**src/rtl/serial_tx_frame.sv**
```systemverilog
// serial_tx_frame: transmit end of the oversampled serial link.
// Frames a parallel word LSB-first as start(0), data bits, [parity], stop(1).
// Each bit is held for TICKS_PER_BIT pulses of the shared oversample tick.
// Build option: define SERIAL_TX_PARITY_EN to insert an even-parity bit
// between the last data bit and the stop bit.
//
// state   | meaning
// --------+---------------------------------------------------------
// IDLE    | line high, ready for a word, tick counter held at 0
// START   | start bit (0) on the line
// DATA    | shift register bit 0 on the line, LSB first
// PARITY  | even parity of the latched word (only with the option)
// STOP    | stop bit (1) on the line; done pulses when it completes
module serial_tx_frame #(
  parameter int DATA_BITS     = 8,
  parameter int TICKS_PER_BIT = 16
) (
  input  logic                 clk,
  input  logic                 rst,
  input  logic                 tick,
  input  logic [DATA_BITS-1:0] tx_data,
  input  logic                 tx_valid,
  output logic                 tx_ready,
  output logic                 tx_out,
  output logic                 busy,
  output logic                 done
);

  localparam int CNT_W = (TICKS_PER_BIT > 1) ? $clog2(TICKS_PER_BIT) : 1;
  localparam int IDX_W = (DATA_BITS > 1) ? $clog2(DATA_BITS) : 1;

  localparam logic [CNT_W-1:0] TICK_LAST = CNT_W'(TICKS_PER_BIT - 1);
  localparam logic [IDX_W-1:0] IDX_LAST  = IDX_W'(DATA_BITS - 1);

  localparam logic [2:0] S_IDLE   = 3'd0;
  localparam logic [2:0] S_START  = 3'd1;
  localparam logic [2:0] S_DATA   = 3'd2;
`ifdef SERIAL_TX_PARITY_EN
  localparam logic [2:0] S_PARITY = 3'd3;
`endif
  localparam logic [2:0] S_STOP   = 3'd4;

  logic [2:0]           state;
  logic [2:0]           state_nxt;
  logic [CNT_W-1:0]     tick_cnt;
  logic [IDX_W-1:0]     bit_idx;
  logic [DATA_BITS-1:0] shift_reg;
  logic [DATA_BITS-1:0] shift_nxt;
  logic                 tx_out_nxt;
  logic                 accept;
  logic                 bit_end;
`ifdef SERIAL_TX_PARITY_EN
  logic                 parity_bit;
`endif

  // tx_ready is only ever high in IDLE, so this is the acceptance condition
  assign accept  = tx_valid && tx_ready;

  // the current serial bit finishes on the tick that completes its count
  assign bit_end = (state != S_IDLE) && tick && (tick_cnt == TICK_LAST);

  // next-state decode for the frame sequence
  always_comb begin
    state_nxt = state;
    case (state)
      S_IDLE: begin
        if (accept) state_nxt = S_START;
      end
      S_START: begin
        if (bit_end) state_nxt = S_DATA;
      end
      S_DATA: begin
        if (bit_end && (bit_idx == IDX_LAST)) begin
`ifdef SERIAL_TX_PARITY_EN
          state_nxt = S_PARITY;
`else
          state_nxt = S_STOP;
`endif
        end
      end
`ifdef SERIAL_TX_PARITY_EN
      S_PARITY: begin
        if (bit_end) state_nxt = S_STOP;
      end
`endif
      S_STOP: begin
        if (bit_end) state_nxt = S_IDLE;
      end
      default: state_nxt = S_IDLE;
    endcase
  end

  // shift register next value: load on accept, shift once per data bit
  always_comb begin
    shift_nxt = shift_reg;
    if (accept) begin
      shift_nxt = tx_data;
    end else if ((state == S_DATA) && bit_end) begin
      shift_nxt = shift_reg >> 1;
    end
  end

  // line level for the state being entered, so tx_out can be registered
  always_comb begin
    tx_out_nxt = 1'b1;
    case (state_nxt)
      S_IDLE:   tx_out_nxt = 1'b1;
      S_START:  tx_out_nxt = 1'b0;
      S_DATA:   tx_out_nxt = shift_nxt[0];
`ifdef SERIAL_TX_PARITY_EN
      S_PARITY: tx_out_nxt = parity_bit;
`endif
      S_STOP:   tx_out_nxt = 1'b1;
      default:  tx_out_nxt = 1'b1;
    endcase
  end

  // state register
  always_ff @(posedge clk) begin
    if (rst) begin
      state <= S_IDLE;
    end else begin
      state <= state_nxt;
    end
  end

  // oversample tick counter; held at 0 in IDLE so each frame starts aligned
  always_ff @(posedge clk) begin
    if (rst) begin
      tick_cnt <= '0;
    end else if (state == S_IDLE) begin
      tick_cnt <= '0;
    end else if (tick) begin
      if (tick_cnt == TICK_LAST) begin
        tick_cnt <= '0;
      end else begin
        tick_cnt <= tick_cnt + 1'b1;
      end
    end
  end

  // data bit index, only meaningful while in DATA
  always_ff @(posedge clk) begin
    if (rst) begin
      bit_idx <= '0;
    end else if (state != S_DATA) begin
      bit_idx <= '0;
    end else if (bit_end) begin
      bit_idx <= bit_idx + 1'b1;
    end
  end

  // payload shift register
  always_ff @(posedge clk) begin
    if (rst) begin
      shift_reg <= '0;
    end else begin
      shift_reg <= shift_nxt;
    end
  end

`ifdef SERIAL_TX_PARITY_EN
  // even parity of the whole word, captured before any shifting
  always_ff @(posedge clk) begin
    if (rst) begin
      parity_bit <= 1'b0;
    end else if (accept) begin
      parity_bit <= ^tx_data;
    end
  end
`endif

  // registered outputs; done, busy and tx_ready all change on the stop-bit edge
  always_ff @(posedge clk) begin
    if (rst) begin
      tx_out   <= 1'b1;
      tx_ready <= 1'b1;
      busy     <= 1'b0;
      done     <= 1'b0;
    end else begin
      tx_out   <= tx_out_nxt;
      tx_ready <= (state_nxt == S_IDLE);
      busy     <= (state_nxt != S_IDLE);
      done     <= (state == S_STOP) && bit_end;
    end
  end

endmodule

```
**config.mk**
```make
export PLATFORM = sky130hd
export DESIGN_NAME = serial_tx_frame
export DESIGN_NICKNAME = d
export VERILOG_FILES = /design/src/rtl/serial_tx_frame.sv
export SDC_FILE = /design/constraint.sdc
export NUM_CORES = 1
export LEC_CHECK = 0
export ABC_CLOCK_PERIOD_IN_PS = 2000
export BUFFER_PORTS_ARGS = -buffer_cell sky130_fd_sc_hd__buf_2
export CAP_MARGIN = 20
export CORE_UTILIZATION = 53
export CTS_CLUSTER_SIZE = 24
export DETAILED_ROUTE_END_ITERATION = 10
export PLACE_DENSITY_LB_ADDON = 0.05
export SLEW_MARGIN = 20
export SYNTH_ARGS = -nofsm -noshare
export SYNTH_HDL_FRONTEND = slang
export SYNTH_SLANG_ARGS = --single-unit
export TNS_END_PERCENT = 30
```
**constraint.sdc**
```tcl
create_clock -name clk -period 2 [get_ports clk]
set_input_delay 0.1 -clock clk [delete_from_list [all_inputs] [get_ports clk]]
set_output_delay 0.1 -clock clk [all_outputs]
set_load 0.01 [all_outputs]
```
==> results.txt <==
combinational family with the most area after synthesis: simple AND/OR/NAND/NOR gates
post-CTS setup buffer count: 0
# IOs: 16
placed cells: 136
Final Cycle Share: 85.07%
simple-gate share of the synthesized area: 23.26%
Lkg Pwr: 0.4685 nW
Slew Limit Fails: 0
CTS Hold Bufs: 0
Total Wirelength: 1.570 mm
mean routed wirelength per cell: 11.21 um
launch point of the worst reg-to-reg path: tick_cnt[0]
sequential power share: 53.3%
Setup Crit Path Kind: reg -> reg
routed length on met2: 689 um
P per Cell Area: 807.3 mW/mm^2
gpl congestion: 0.7424
final hold violation count: 0
mapped cell area: 973.4 um^2
Post-synth top cells: dfxtp_1, nor2_1, mux2i_1, nand2_1, a211oi_1
CP startpoint: tick_cnt[0]
vias in the first global route: 597
DIE AREA: 0.002012 mm^2
Final Non-Filler Cells: 140
P_sw: 0.0001897 W
count leader, synth: dfxtp_1
Post-DP HPWL: 1.114 mm
antenna violations before repair: 0
top routing layer in use: met4
FFs w/ async S/R, synth: 0%
DRT antenna net count: 0
CP startpoint kind: register
gr usage total: 17.65%
R2R setup slack: 0.30 ns
Hold Path Class: in -> reg
Post-Syn Nets: 116
Synth Area in Compound Gates: 12.47%
Worst Tran Pin Value: 0.4205 ns
Clock power frac: 37.6%
Final setup viols: 0
XOR/XNOR share of the synthesized area: 3.599%
wire length on met1: 831 um
DR vias: 725
Bufs on Longest Clock Path: 2
switching power share of the total: 21.29%
Post-Syn Instances: 101
Worst Setup End Kind: register
TritonCTS Buffers: 3
# diodes: 0
worst endpoint required time: 2.23 ns
H-tree depth: 1
Die X: 44.86 um
global-route wire length before repair: 2.573 mm
Tmin final: 1.701 ns
Max Freq: 587.7 MHz
Met3 Routed Length: 33 um
Core Region: 0.001727 mm^2
Slew headroom: 71.90%
Synth cell types: 32
Placed Area: 0.001051 mm^2
detailed-route DRC error count: 0
Initial DRC Count: 9
Final Cell Area: 0.001104 mm^2
crit path max fanout: 9
1st-pass router iterations: 4
post-synthesis mux area share: 8.226%
CTS tree: yes
row cnt: 15
Comb power frac: 9.1%
nets: 131
die height: 44.86 um
clock skew: 0.01157 ns
Via density: 5.179
setup TNS: 0 ns
Avg Inst Size Synth: 9.638 um^2
Root Buffer: clkbuf_4
Internal Power: 0.0007012 W
EDFF count, synth: 0
synth warn: 0
GR Overflow Total: 0
largest net degree at the start of global routing: 17
peak supply drop: 0.5465 mV
Post-Synth Adder-Cell Area: 3.856%
post-cts resize count: 0
WP data arrival: 1.93 ns
fraction of layout cells with a size suffix above 1: 20.87%
RSZ-0062 raised after global routing: no
setup slack after layout: 0.2986 ns
post-synth top area share: 45.24%
Place WS: 0.3144 ns
Worst-Skew Late Latency: 0.30 ns
Synth area leader: dfxtp_1
IO buf count: 15
clk slew on worst S/H paths: 0.13 ns
Seq/Total Area, Yosys: 45.24%
Area Overhead vs Synth: 13.37%
max reg flops: 8
min-delay src: tx_data[7]
initial core utilization: 56.38%
top cells by area, synth: dfxtp_1, mux2i_1, a211oi_1, nor2_1, ha_1
max-cap violations: 0
status: completed
clock sinks: 22
#FFs+latches synth: 22
total power: 0.0008909 W
Top FF cell, synth: dfxtp_1
-- metrics by stage --
step | util, % | hold WS, ns
global route | 63.91 | 0.04155
detailed placement | 60.87 | 0.3505
global placement | 60.87 | 0.3492
CTS | 63.91 | 0.009009
finish | 63.91 | 0.01798
floorplan | - | 0.1716
-- cell type report --
type                            count  area, um^2
Clock buffer                        3       22.52
Tap cell                           25       31.28
Clock inverter                      1       30.03
Inverter                            1       3.754
Fill cell                         150       623.1
Multi-Input combinational cell     73       500.5
Timing Repair Buffer               15       75.07
Sequential cell                    22       440.4
-- critical path, cell delays in order, from the launching register on --
cell and delay (ns):
dfxtp_1 0.39, ha_1 0.20, and4_1 0.44, nand3_4 0.20, mux2i_1 0.17, a211oi_1 0.24
-- cells in the final DEF (no fill, tap or decap), drive strengths merged --
master | netlist | final
bufinv | 0 | 1
o21ai | 2 | 2
nor2b | 3 | 3
nand2 | 7 | 7
a31oi | 1 | 1
a211oi | 7 | 7
xnor2 | 2 | 2
or4b | 1 | 1
o22ai | 2 | 2
nor4 | 2 | 2
and4 | 1 | 1
nand4 | 2 | 2
a21oi | 5 | 5
nor2 | 11 | 11
a41o | 1 | 1
nand2b | 3 | 3
clkbuf | 2 | 3
buf | 3 | 15
or2 | 1 | 1
inv | 1 | 1
xor2 | 2 | 2
and2 | 2 | 2
nand3 | 2 | 2
ha | 3 | 3
dfxtp | 22 | 22
nand3b | 2 | 2
nor3 | 3 | 3
mux2i | 8 | 8
-- routing by layer --
metal	vias up	GRT usage, %
li1	391	-
met2	8	25.00
met3	2	3.600
met4	0	9.091
met5	-	0
met1	324	25.25
-- final timing paths --
path	end	cells past startpoint
setup / recovery	shift_reg[5]	5
hold / removal	shift_reg[7]	3
setup reg to reg	shift_reg[5]	5
hold reg to reg	bit_idx[2]	2
-- power by group through the flow --
stage / sequential, W / combinational [W] / clock [W]
after floorplan: 0.000481 / 0.0000568 / 0
after global placement: 0.000484 / 0.0000802 / 0
after detailed placement: 0.000485 / 0.0000811 / 0
after CTS: 0.000475 / 0.0000816 / 0.000342
after global routing: 0.000478 / 0.0000919 / 0.000361
final: 0.000474 / 0.0000812 / 0.000335
-- cell families (layout without fill, tap and decap cells) --
group | after synthesis | in the layout
muxes | 8 | 8
xor gates and xnor gates | 4 | 4
DFF | 22 | 22
and+or+nand+nor | 40 | 40
buffers and inverters | 6 | 20
adders and majority gates | 3 | 3
AOI/OAI and AO/OA | 18 | 18
(Power assumes the default switching activity.)
